File: src/rtl/axi_select_multiplexer_pkg.sv
// ---------------------------------------------------------------------------
// axi_select_multiplexer_pkg
//
// Shared definitions for the select-driven AXI4-Stream multiplexer and its
// demultiplexer counterpart, so both ends agree on the width of a select
// token.
//
// Contents:
//   AXI_DATA_BITS - default AXI4-Stream data width
//   mux_state_e   - IDLE / FORWARD packet-merge state
//   selBits()     - select token width for a given stream count
// ---------------------------------------------------------------------------
package axi_select_multiplexer_pkg;

  localparam int AXI_DATA_BITS = 64;

  typedef enum logic [0:0] {
    IDLE    = 1'b0,
    FORWARD = 1'b1
  } mux_state_e;

  // A single stream still needs a 1-bit token, so the width never drops to 0.
  function automatic int selBits(input int numStreams);
    int bits;
    bits = $clog2(numStreams);
    return (bits < 1) ? 1 : bits;
  endfunction

endpackage

File: src/rtl/axi_select_multiplexer_slice.sv
// ---------------------------------------------------------------------------
// axi_register_slice
//
// Single-entry AXI4-Stream output register. The slot accepts a new beat when
// it is empty or when its current beat is leaving in the same cycle, which
// keeps full throughput with only one register stage.
//
// Ports:
//   clk, rst_n              - clock, asynchronous active-low reset
//   s_tvalid_i / s_tready_o - upstream handshake (s_tready_o is the slot-free
//                             flag and does not depend on s_tvalid_i)
//   s_tdata_i/tkeep_i/tlast_i - upstream beat
//   m_tvalid_o / m_tready_i - downstream handshake
//   m_tdata_o/tkeep_o/tlast_o - registered downstream beat
// ---------------------------------------------------------------------------
module axi_register_slice #(
  parameter  int DATA_BITS = 64,
  localparam int KEEP_BITS = DATA_BITS / 8
) (
  input  logic                 clk,
  input  logic                 rst_n,
  input  logic                 s_tvalid_i,
  output logic                 s_tready_o,
  input  logic [DATA_BITS-1:0] s_tdata_i,
  input  logic [KEEP_BITS-1:0] s_tkeep_i,
  input  logic                 s_tlast_i,
  output logic                 m_tvalid_o,
  input  logic                 m_tready_i,
  output logic [DATA_BITS-1:0] m_tdata_o,
  output logic [KEEP_BITS-1:0] m_tkeep_o,
  output logic                 m_tlast_o
);

  logic                 valid_q, valid_d;
  logic [DATA_BITS-1:0] data_q, data_d;
  logic [KEEP_BITS-1:0] keep_q, keep_d;
  logic                 last_q, last_d;
  logic                 slotFree;

  assign slotFree   = !valid_q || m_tready_i;
  assign s_tready_o = slotFree;

  // Load a new beat whenever the slot is free and upstream offers one;
  // otherwise drain the held beat once downstream takes it. The payload only
  // changes on a load, so it stays stable while the beat is stalled.
  always_comb begin
    valid_d = valid_q;
    data_d  = data_q;
    keep_d  = keep_q;
    last_d  = last_q;
    if (s_tvalid_i && slotFree) begin
      valid_d = 1'b1;
      data_d  = s_tdata_i;
      keep_d  = s_tkeep_i;
      last_d  = s_tlast_i;
    end else if (m_tready_i) begin
      valid_d = 1'b0;
    end
  end

  // Output register; reset empties the slot immediately, dropping any beat.
  always_ff @(posedge clk or negedge rst_n) begin
    if (!rst_n) begin
      valid_q <= 1'b0;
      data_q  <= '0;
      keep_q  <= '0;
      last_q  <= 1'b0;
    end else begin
      valid_q <= valid_d;
      data_q  <= data_d;
      keep_q  <= keep_d;
      last_q  <= last_d;
    end
  end

  assign m_tvalid_o = valid_q;
  assign m_tdata_o  = data_q;
  assign m_tkeep_o  = keep_q;
  assign m_tlast_o  = last_q;

endmodule

File: src/rtl/axi_select_multiplexer.sv
// ---------------------------------------------------------------------------
// axi_select_multiplexer
//
// Merges NUM_STREAMS AXI4-Stream inputs into one output, one whole packet at
// a time. Each token on the select stream names the input whose next packet
// (through tlast) is forwarded. Re-merges streams split by the select-driven
// demultiplexer.
//
// Ports:
//   clk, rst_n                    - clock, asynchronous active-low reset
//   select_valid_i/ready_o/data_i - select token stream (input index)
//   in_tvalid_i/in_tready_o       - per-input handshake
//   in_tdata_i/tkeep_i/tlast_i    - per-input beat
//   out_tvalid_o/out_tready_i     - merged output handshake
//   out_tdata_o/tkeep_o/tlast_o   - merged output beat (registered)
// ---------------------------------------------------------------------------
module axi_select_multiplexer
  import axi_select_multiplexer_pkg::*;
#(
  parameter  int NUM_STREAMS = 2,
  parameter  int DATA_BITS   = AXI_DATA_BITS,
  localparam int SEL_BITS    = selBits(NUM_STREAMS),
  localparam int KEEP_BITS   = DATA_BITS / 8
) (
  input  logic                                  clk,
  input  logic                                  rst_n,
  input  logic                                  select_valid_i,
  output logic                                  select_ready_o,
  input  logic [SEL_BITS-1:0]                   select_data_i,
  input  logic [NUM_STREAMS-1:0]                in_tvalid_i,
  output logic [NUM_STREAMS-1:0]                in_tready_o,
  input  logic [NUM_STREAMS-1:0][DATA_BITS-1:0] in_tdata_i,
  input  logic [NUM_STREAMS-1:0][KEEP_BITS-1:0] in_tkeep_i,
  input  logic [NUM_STREAMS-1:0]                in_tlast_i,
  output logic                                  out_tvalid_o,
  input  logic                                  out_tready_i,
  output logic [DATA_BITS-1:0]                  out_tdata_o,
  output logic [KEEP_BITS-1:0]                  out_tkeep_o,
  output logic                                  out_tlast_o
);

  // One extra bit so the stream count itself is representable for the
  // range check (e.g. 4 with 2-bit tokens, or 1 with a 1-bit token).
  localparam logic [SEL_BITS:0] NUM_STREAMS_W = (SEL_BITS + 1)'(NUM_STREAMS);

  mux_state_e           state_q;
  logic [SEL_BITS-1:0]  sel_q;

  logic                 curValid;
  logic [DATA_BITS-1:0] curData;
  logic [KEEP_BITS-1:0] curKeep;
  logic                 curLast;
  logic                 slotFree;
  logic                 forwarding;
  logic                 beatHs;
  logic                 lastHs;
  logic                 selHs;
  logic                 selInRange;

  // Pick the currently selected input's beat. A compare loop instead of a
  // direct index keeps non-power-of-two stream counts free of out-of-range
  // array reads.
  always_comb begin
    curValid = 1'b0;
    curData  = '0;
    curKeep  = '0;
    curLast  = 1'b0;
    for (int i = 0; i < NUM_STREAMS; i++) begin
      if (sel_q == SEL_BITS'(i)) begin
        curValid = in_tvalid_i[i];
        curData  = in_tdata_i[i];
        curKeep  = in_tkeep_i[i];
        curLast  = in_tlast_i[i];
      end
    end
  end

  assign forwarding = (state_q == FORWARD);
  assign beatHs     = forwarding && curValid && slotFree;
  assign lastHs     = beatHs && curLast;
  assign selInRange = {1'b0, select_data_i} < NUM_STREAMS_W;

  // A new token is taken while idle, or in the very cycle the current packet's
  // tlast is consumed, so back-to-back packets need no bubble.
  assign select_ready_o = (state_q == IDLE) || lastHs;
  assign selHs          = select_valid_i && select_ready_o;

  // Only the selected input is ever readied; the others stay stalled upstream.
  always_comb begin
    in_tready_o = '0;
    for (int i = 0; i < NUM_STREAMS; i++) begin
      if (forwarding && (sel_q == SEL_BITS'(i))) begin
        in_tready_o[i] = slotFree;
      end
    end
  end

  // Packet-merge FSM. An out-of-range token is consumed like any other but
  // leaves the FSM idle, so no input is ever readied for it.
  always_ff @(posedge clk or negedge rst_n) begin
    if (!rst_n) begin
      state_q <= IDLE;
      sel_q   <= '0;
    end else begin
      case (state_q)
        IDLE: begin
          if (selHs && selInRange) begin
            sel_q   <= select_data_i;
            state_q <= FORWARD;
          end
        end
        FORWARD: begin
          if (lastHs) begin
            if (selHs && selInRange) begin
              sel_q   <= select_data_i;
              state_q <= FORWARD;
            end else begin
              state_q <= IDLE;
            end
          end
        end
        default: state_q <= IDLE;
      endcase
    end
  end

  axi_register_slice #(
    .DATA_BITS(DATA_BITS)
  ) u_out_slice (
    .clk        (clk),
    .rst_n      (rst_n),
    .s_tvalid_i (forwarding && curValid),
    .s_tready_o (slotFree),
    .s_tdata_i  (curData),
    .s_tkeep_i  (curKeep),
    .s_tlast_i  (curLast),
    .m_tvalid_o (out_tvalid_o),
    .m_tready_i (out_tready_i),
    .m_tdata_o  (out_tdata_o),
    .m_tkeep_o  (out_tkeep_o),
    .m_tlast_o  (out_tlast_o)
  );

endmodule

File: config.mk
export PLATFORM = sky130hd
export DESIGN_NAME = axi_select_multiplexer
export DESIGN_NICKNAME = d
export VERILOG_FILES = /design/src/rtl/axi_select_multiplexer_pkg.sv /design/src/rtl/axi_select_multiplexer_slice.sv /design/src/rtl/axi_select_multiplexer.sv
export SDC_FILE = /design/constraint.sdc
export NUM_CORES = 1
export LEC_CHECK = 0
export ABC_CLOCK_PERIOD_IN_PS = 3800
export CORE_ASPECT_RATIO = 0.75
export CORE_UTILIZATION = 39
export DETAILED_ROUTE_END_ITERATION = 10
export PLACE_DENSITY = 0.86
export SYNTH_ARGS = -nofsm -noshare
export SYNTH_HDL_FRONTEND = slang
export SYNTH_SLANG_ARGS = --single-unit
File: constraint.sdc
create_clock -name clk -period 3.8 [get_ports clk]
set_clock_uncertainty 0.15 [all_clocks]
set_input_delay 0.76 -clock clk [delete_from_list [all_inputs] [get_ports clk]]
set_output_delay 0.76 -clock clk [all_outputs]
set_load 0.005 [all_outputs]
# --- Yosys cells after proc, flatten, opt, wreduce, memory -nomap -nowiden ---
# Index checks and enable logic that the tools add are counted.
totals:
  regBits: 76
  input_bits: 153
op_classes:
  eq_ne: 1
  muxes: 14
  n_bitwise: 2
  n_reduce_logical: 10
ops:
  columns: ["cell", "count"]
  rows:
  - ["64-bit two-way mux", 1]
  - ["1-bit two-way mux", 10]
  - ["8-bit two-way mux", 1]
  - ["1-bit logical AND", 6]
  - ["1-bit one-hot mux with 2 select lines", 2]
  - ["1-bit logical OR", 2]
  - ["2-bit by 1-bit inequality test with 1-bit output (second input constant)", 1]
  - ["1-bit NOT", 2]
  - ["2-bit nonzero test", 1]
  - ["1-bit logical NOT", 1]

# --- Logic depth before layout (Yosys ltp) ---
depth:
  ltp_word: 9
  depth_mapped: 7

# --- Modules after synthesis ---
# Synthesis repeated with hierarchy kept, for this count alone.
hier_totals:
  hier_cells: 253
  area_unflattened_um2: 4041.4
modules_own_cells:
  columns: ["module", "instances", "cells_each", "area_per_inst_um2", "seq_area_each_um2"]
  rows:
  - ["axi_register_slice", 1, 157, 3046.7, 1851.8]
  - ["axi_select_multiplexer", 1, 96, 994.7, 50.0]

# --- Least setup slack after synthesis ---
# OpenSTA, ideal clock, no wires.
synth_path:
  path_type: "input to output"
  from: "input port in_tlast_i[0]"
  to: "output port select_ready_o"
  arrival_ps: 1274
  required_ps: 2890
  slack_ps: 1616
  stages: 2
  path_buffers: 0
  path_cell_list: "mux2_4 > a31o_2"
synth_via:
  elab_chain_len: 3
synth_lines:
  columns: ["item", "line_no", "source"]
  rows:
  - ["start: declaration", "axi_select_multiplexer.sv:34", "input logic [NUM_STREAMS-1:0] in_tlast_i,"]
  - ["1-bit two-way mux", "axi_select_multiplexer.sv:69", "if (sel_q == SEL_BITS'(i)) begin"]
  - ["1-bit logical AND", "axi_select_multiplexer.sv:80", "assign lastHs = beatHs && curLast;"]
  - ["1-bit logical OR", "axi_select_multiplexer.sv:85", "assign select_ready_o = (state_q == IDLE) || lastHs;"]
  - ["end: declaration", "axi_select_multiplexer.sv:28", "output logic select_ready_o,"]
# Every way passes these cells.

# --- Final worst setup path ---
layout_path:
  from: "input port out_tready_i"
  to: "output port select_ready_o"
layout_via:
  elab_chain_len: 4
layout_lines:
  columns: ["item", "line_no", "source"]
  rows:
  - ["start: declaration", "axi_select_multiplexer.sv:36", "input logic out_tready_i,"]
  - ["1-bit logical OR", "axi_select_multiplexer_slice.sv:40", "assign slotFree = !valid_q || m_tready_i;"]
  - ["1-bit logical AND", "axi_select_multiplexer.sv:79", "assign beatHs = forwarding && curValid && slotFree;"]
  - ["1-bit logical AND", "axi_select_multiplexer.sv:80", null]
  - ["1-bit logical OR", "axi_select_multiplexer.sv:85", null]
# Every way passes these cells.

==> out/qor.yml <==
run_status:
  status: "finished with violations"
  violations: "design-rule violations"
timing:
  whs_ns: 0.326
  maxSlewHeadroom: 0.371
  finalHoldViolCount: 0
  drv_slew: 0
  fin_crit_sh: 0.806
  period_minus_slack_ns: 3.06
  final-setup-viol-count: 0
  fmax_mhz: 327
  tns_ns: 0
  worst_pin_slew_ns: 0.944
  rsz0062_at_grt: "no"
global_routing:
  grt_overflow: 0
  grt_max_degree: 83
  grt_pass1_vias: 3249
  antenna_found_initial: 0
  grt_pass1_wl_um: 15500
  gr-usage-all-layers: 0.211
finish:
  fillers: 600
  post-route-util: 0.714
  multi_input_area_mm2: 0.00147
  layout_common_cells: "228 x clkdlybuf4s50_1, 76 x nand2_1, 75 x dfrtp_1"
  nNetsFinal: 702
  area_growth_pct: 73.8
  fin_area_mm2: 0.00614
  drive_gt1_frac: 0.0416
  layout.cells.most_common: "clkdlybuf4s50_1"
  regArea_mm2: 0.00191
  diodes: 0
cts:
  cts_resized: 0
  path_clk_slew_ns: 0.05
  holdBufCountCts: 0
  insertion_delay_ns: 0.31
  htreeDepth: 3
  cts_buffers: 9
  cts_setup_buffers: 0
  cts_tree: "yes"
  cts_sinks: 76
  cts.path.max_buffers: 2
  root_buffer: "clkbuf_16"
floorplan:
  die_area_mm2: 0.00944
  placementRows: 29
  boundaryPins: 230
  die_x_um: 112
  coreArea_mm2: 0.00860
  fp.dieH_um: 84.4
  start_util: 0.410
power:
  vdd.ir_drop.worst_mv: 0.352
  leakagePower_nw: 2.72
  power.density_mw_per_mm2: 713
synth:
  seq_area_frac_synth: 0.539
  netlist_area_mm2: 0.00353
  synthCells: 331
  synth_cell_type_count: 19
  post_synth.cell_area_avg_um2: 10.7
  synth_warnings: 0
  ys_ff_latch: 76
  syn_nets: 484
place:
  hpwl_um: 7590
  dpl_cell_area_mm2: 0.00583
  port_buffers: 229
  place_congestion: 0.786
setup_path:
  crit_start: "out_tready_i"
  crit_fanout: 5
  endpoint: "select_ready_o"
  reg2reg_depth: 4
  end_kind: "output pin"
  startpoint_type: "input pin"
  crit_type: "input pin to output pin"
  rr_startpoint: "sel_q"
  cp.required_ns: 2.89
  r2r-end: "u_out_slice.m_tdata_o[58]"
  cp_data_arrival_time_ns: 2.15
  rrSetupSlack_ns: 1.52
min_path:
  worstHoldPathType: "register to register"
  hp-start: "u_out_slice.m_tdata_o[61]"
detailed_routing:
  vias: 3146
  drc: 15
  wirelength_um: 9780
  first_pass_iters: 7
  post_drt_via_cell_ratio: 4.76
  drt_iter0_drc: 86
  ant_nets: 0
  detail_route.wl_per_cell_um: 14.8
job:
  drv_cap: 0
## cell families (layout without fill, tap and decap cells)
kind of cell,Yosys count,count (layout),synth area share
AO/OA/AOI/OAI,73,73,0.105
buffers and inverters,25,247,0.0454
flip-flops,76,76,0.539
multiplexers,76,76,0.219
AND/OR/NAND/NOR,81,81,0.0922
## layer usage
metal  up-vias  global-route usage  share of wire
li1       1567                   -              -
met3        22              0.0679          0.079
met1      1410               0.225           0.39
met5         -                   0              0
met4         0              0.0823          0.029
met2       147               0.390           0.51
## worst min path at each step
| stage | to | depth (start not counted) |
|---|---|---|
| floorplan | forwarding | 0 |
| global placement | u_out_slice.m_tdata_o[61] | 2 |
| detailed placement | u_out_slice.m_tdata_o[61] | 2 |
| CTS | u_out_slice.m_tdata_o[61] | 2 |
| global route | u_out_slice.m_tdata_o[40] | 2 |
| finish | u_out_slice.m_tdata_o[61] | 2 |
## critical path: stages
cell	delay [ns]
clkdlybuf4s50_1	0.45
nand2b_1	0.22
a31o_2	0.22
clkdlybuf4s50_1	0.51
## power breakdown
part	internal, W	switching, W
registers	0.00121	0.000261
logic	0.00121	0.000827
clock network	0.000568	0.000297
total	0.00299	0.00139
## flip-flops by register name, indices dropped and copies added, names as in the netlist
| register | count |
|---|---|
| forwarding | 1 |
| sel_q | 1 |
| u_out_slice.m_tdata_o | 64 |
| u_out_slice.m_tkeep_o | 8 |
| u_out_slice.m_tlast_o | 1 |
| u_out_slice.m_tvalid_o | 1 |
## synth_stat cells (all sizes together)
library cell,instances,share of area
nand3,1,0.0050
inv,1,0.0011
nand2b,2,0.0035
a31o,1,0.0025
dfrtp,76,0.54
buf,18,0.037
mux2i,72,0.20
nor2,1,0.0011
clkbuf,6,0.0074
and3,1,0.0018
mux2,4,0.015
nand2,76,0.081
o21ai,72,0.10
## stage by stage
stage / cells / total power, W / setup slack [ns]
4_1_cts: 661 / 0.00443 / 0.732
6_report: 661 / 0.00438 / 0.739
3_5_place_dp: 646 / 0.00355 / 0.731
2_1_floorplan: 331 / 0.00239 / 1.62
5_1_grt: 661 / 0.00468 / 0.653
3_3_place_gp: 646 / 0.00346 / 0.763
## area by class of cell
type,instances,area share
Timing Repair Buffer,231,0.378
Clock buffer,10,0.0373
Inverter,1,0.000612
Tap cell,108,0.0220
Multi-Input combinational cell,230,0.239
Sequential cell,76,0.311
Clock inverter,5,0.0126
No activity file was read; power rests on OpenSTA's default activity.
==> RTL edit 1 (same flow settings) <==
Reset style: synchronous (`rst_n`), changed in 2 clocked blocks. Comments in the files are not updated.
--- a/src/rtl/axi_select_multiplexer_slice.sv
+++ b/src/rtl/axi_select_multiplexer_slice.sv
@@ -61,3 +61,3 @@
   // Output register; reset empties the slot immediately, dropping any beat.
-  always_ff @(posedge clk or negedge rst_n) begin
+  always_ff @(posedge clk) begin
     if (!rst_n) begin
--- a/src/rtl/axi_select_multiplexer.sv
+++ b/src/rtl/axi_select_multiplexer.sv
@@ -99,3 +99,3 @@
   // leaves the FSM idle, so no input is ever readied for it.
-  always_ff @(posedge clk or negedge rst_n) begin
+  always_ff @(posedge clk) begin
     if (!rst_n) begin
Function: differs if rst_n is asserted again (counterexample within 4 cycles, from zero or initial values and one cycle with rst_n low); with rst_n held inactive, the same outputs for 10 cycles.
==> RTL edit 1 against the original RTL <==
  * First-iteration DRC count is 42% higher
  * Synthesized cell count increased by 4.2%
  * Design area up 1.2%
  * Die area is 2.7% higher
  * Wire length is 3.6% higher
  * Critical endpoint unchanged
  * Sequential cell count stayed put
  * Worst setup slack worse by 300 ps
  * Cell count is 4.4% higher
  * Register-to-register slack got worse by 400 ps
  * Synthesized area increased by 2.8%
  * Highest routed layer unchanged
  * Non-clock buffer count up 4
Power is not compared: it rests on default switching activity, and its combinational part moved more than twofold at a synthesized area within 25%.
==> RTL edit 1: results (changes against the original RTL) <==
* Met3 Resource Use GR at 0.0686 (was 0.0679)
* R2R Path Start: sel_q (unchanged)
* Hold Path Stages at 1 (was 2)
* WL met1 at 4090 µm (was 3770 µm)
* #MultiIn Comb at 234 (was 230)
* Slowest stage delay, CP at 610 ps (was 510 ps)
* Critical Path Start: in_tvalid_i[1] (was out_tready_i)
* First-pass GRT wire length at 15400 µm (was 15500 µm)
* First DRT Iteration DRCs at 122 (was 86)
* Syn nets at 498 (was 484)
* RePlAce Congestion at 0.783 (was 0.786)
* Area grow syn2layout at 71.2% (was 73.8%)
* R2r setup slk at 1120 ps (was 1520 ps)
* Fraction of layout cells with a size suffix above 1 at 0.0463 (was 0.0416)
* Met1 usage at 0.212 (was 0.225)
* Routed met3 length at 831 µm (was 776 µm)
* Setup WS pre-CTS at 492 ps (was 731 ps)
* All-layer global routing usage at 0.199 (was 0.211)
* Status: complete, no violations (was complete, but fails checks)
* Max_slew headroom at 0.459 (was 0.371)
* DR vias/cell at 4.86 (was 4.76)
* Non-filler instance count after layout at 690 (was 661)
* CLK BUF at 9 (was 10)
* Multi-input gate area at 0.00184 mm² (was 0.00147 mm²)
* Data buffer area share at 0.376 (was 0.378)
* Worst Hold Slack at 345 ps (was 326 ps)
* F_max at 0.298 GHz (was 0.327 GHz)
* Hold wc startpoint: u_out_slice.m_tdata_o[31] (was u_out_slice.m_tdata_o[61])
* M2 GR Usage at 0.366 (was 0.390)
* Number of global-route vias before repair at 3292 (was 3249)
* Final Net Count at 710 (was 702)
* Largest net degree at the start of global routing at 89 (was 83)
* DP Wirelength at 7670 µm (was 7590 µm)
* Top cells by area, synth: dfxtp_1 42%, mux2i_1 20%, o211a_1 20%, nand2_1 7.8%, buf_6 5.0% (was dfrtp_1 54%, mux2i_1 20%, o21ai_0 8.6%, nand2_1 8.1%, buf_6 1.9%)
* Synth Instances at 345 (was 331)
* Post-synth ARST share at 0 (was 1.00)
* Register area share after synthesis at 0.419 (was 0.539)
* Layout clock area frac at 0.0558 (was 0.0500)
* Inst Count DP at 674 (was 646)
* Crit path max fanout at 4 (was 5)
* Post-DP Area at 0.00586 mm² (was 0.00583 mm²)
-- RTL edit 1: changes by cell type after synthesis, sizes merged, moves of 2 or more --
cell	change
dfrtp	-76
nor2b	+2
o21ai	-72
dfxtp	+76
mux2	-3
clkbuf	+4
a21oi	+2
mux2i	+2
buf	+6
o211a	+73
-- RTL edit 1: cells by family (layout without fill, tap and decap cells) --
group / count (synthesis) / after routing / share of synthesized area
AND/OR/NAND/NOR: 81 / 81 / 0.0886
buffers and inverters: 35 / 252 / 0.0728
AO/OA/AOI/OAI: 78 / 78 / 0.211
flip-flops: 76 / 76 / 0.419
multiplexers: 75 / 75 / 0.208
-- RTL edit 1: power breakdown --
| part | switching, W | leakage [nW] | internal [W] | total [W] |
|---|---|---|---|---|
| Combinational | 0.000163 | 2.21 | 0.000325 | 0.000488 |
| Clock | 0.000328 | 0.170 | 0.000646 | 0.000974 |
| Sequential | 0.0000308 | 0.624 | 0.000856 | 0.000887 |
==> RTL edit 2 (same flow settings) <==
Without the edit above. Change the package constant `AXI_DATA_BITS` from 64 to 96.
--- a/src/rtl/axi_select_multiplexer_pkg.sv
+++ b/src/rtl/axi_select_multiplexer_pkg.sv
@@ -14,3 +14,3 @@
 
-  localparam int AXI_DATA_BITS = 64;
+  localparam int AXI_DATA_BITS = 96;
 
Interface: changed (resized in_tdata_i, in_tkeep_i, out_tdata_o and out_tkeep_o); port bits go from 230 to 338. The function was not compared with the original's and may differ.
==> RTL edit 2 against the original RTL <==
  * Total power increased by 40%
  * Register-to-register slack improved by 90 ps
  * Sequential power increased by 42%
  * Largest power group unchanged
  * Cell count increased by 48%
  * Design area increased by 45%
  * Worst setup slack got worse by 80 ps
  * Count of clock-buffer cells in the layout increased by 2
  * Sequential cell count increased by 36
  * Wire length increased by 62%
  * Synthesized area increased by 46%
  * Worst hold slack got worse by 8.5 ps
==> RTL edit 2: results (changes against the original RTL) <==
* Via count at 4648 (was 3146)
* Clk slew on worst S/H paths at 70 ps (was 50 ps)
* Layout fillers at 911 (was 600)
* Register area share after synthesis at 0.544 (was 0.539)
* DP Wirelength at 12700 µm (was 7590 µm)
* Routed met3 length at 952 µm (was 776 µm)
* Mux cell area share after synthesis at 0.219 (about the same)
* Top cells by area, synth: dfrtp_1 54%, mux2i_1 21%, o21ai_0 10%, nand2_1 8.2%, buf_2 1.6% (was dfrtp_1 54%, mux2i_1 20%, o21ai_0 8.6%, nand2_1 8.1%, buf_6 1.9%)
* Worst skew pair latency at 330 ps (was 310 ps)
* Final instance area at 0.00890 mm² (was 0.00614 mm²)
* Drt pass-1 iters at 6 (was 7)
* DR vias/cell at 4.77 (was 4.76)
* Seq cells post-synth at 112 (was 76)
* Fraction of area in multi-input gates at 0.240 (was 0.239)
* DR WL met2 at 8510 µm (was 4950 µm)
* M2 GR Usage at 0.449 (was 0.390)
* Standby leakage power at 3.94 nW (was 2.72 nW)
* WL met1 at 6050 µm (was 3770 µm)
* First-pass GRT wire length at 24400 µm (was 15500 µm)
* Most instantiated cells after synthesis: 112 x dfrtp_1, 112 x nand2_1, 108 x mux2i_1, 104 x o21ai_0, 16 x buf_2 (was 76 x dfrtp_1, 76 x nand2_1, 72 x mux2i_1, 61 x o21ai_0)
* Seq. pwr at 0.00209 W (was 0.00147 W)
* First DRT Iteration DRCs at 155 (was 86)
* Nonclk buf count at 342 (was 231)
* Worst min-delay path class: primary input to async pin (was flop to flop)
* Slowest stage delay, CP at 590 ps (was 510 ps)
* Setup WS pre-CTS at 623 ps (was 731 ps)
* Status: complete, no violations (was complete, but fails checks)
* FF/Latch Area at 0.00281 mm² (was 0.00191 mm²)
* Met3 Resource Use GR at 0.0521 (was 0.0679)
* CLK BUF at 12 (was 10)
* Reg power frac at 0.340 (was 0.336)
* Number of global-route vias before repair at 4805 (was 3249)
* Worst vdd ir at 355 µV (was 352 µV)
* #MultiIn Comb at 338 (was 230)
[RTL edit 2: cell types whose count changed after synthesis, moves of 2 or more]
cell,change
buf_2,+5
clkbuf_1,+9
clkbuf_2,-2
dfrtp_1,+36
mux2i_1,+36
nand2_1,+36
o21ai_0,+43
o21ai_1,-7
[RTL edit 2: worst paths after layout]
kind / startpoint / to / slack, ps / cells after the start
min in group clk: u_out_slice.m_tdata_o[92] / u_out_slice.m_tdata_o[92] / 330 / 2
max reg2reg: sel_q / u_out_slice.m_tdata_o[17] / 1610 / 4
min: rst_n / u_out_slice.m_tdata_o[56] / 320 / 1
max in group asynchronous: rst_n / u_out_slice.m_tdata_o[66] / 2390 / 2
max: out_tready_i / in_tready_o[1] / 660 / 4
min reg2reg: u_out_slice.m_tdata_o[92] / u_out_slice.m_tdata_o[92] / 330 / 2
[RTL edit 2: worst max-delay path, delay by kind of cell]
kind                   cells  cell delay, ps
buffers and inverters      2            1030
AND/OR/NAND/NOR            2             440
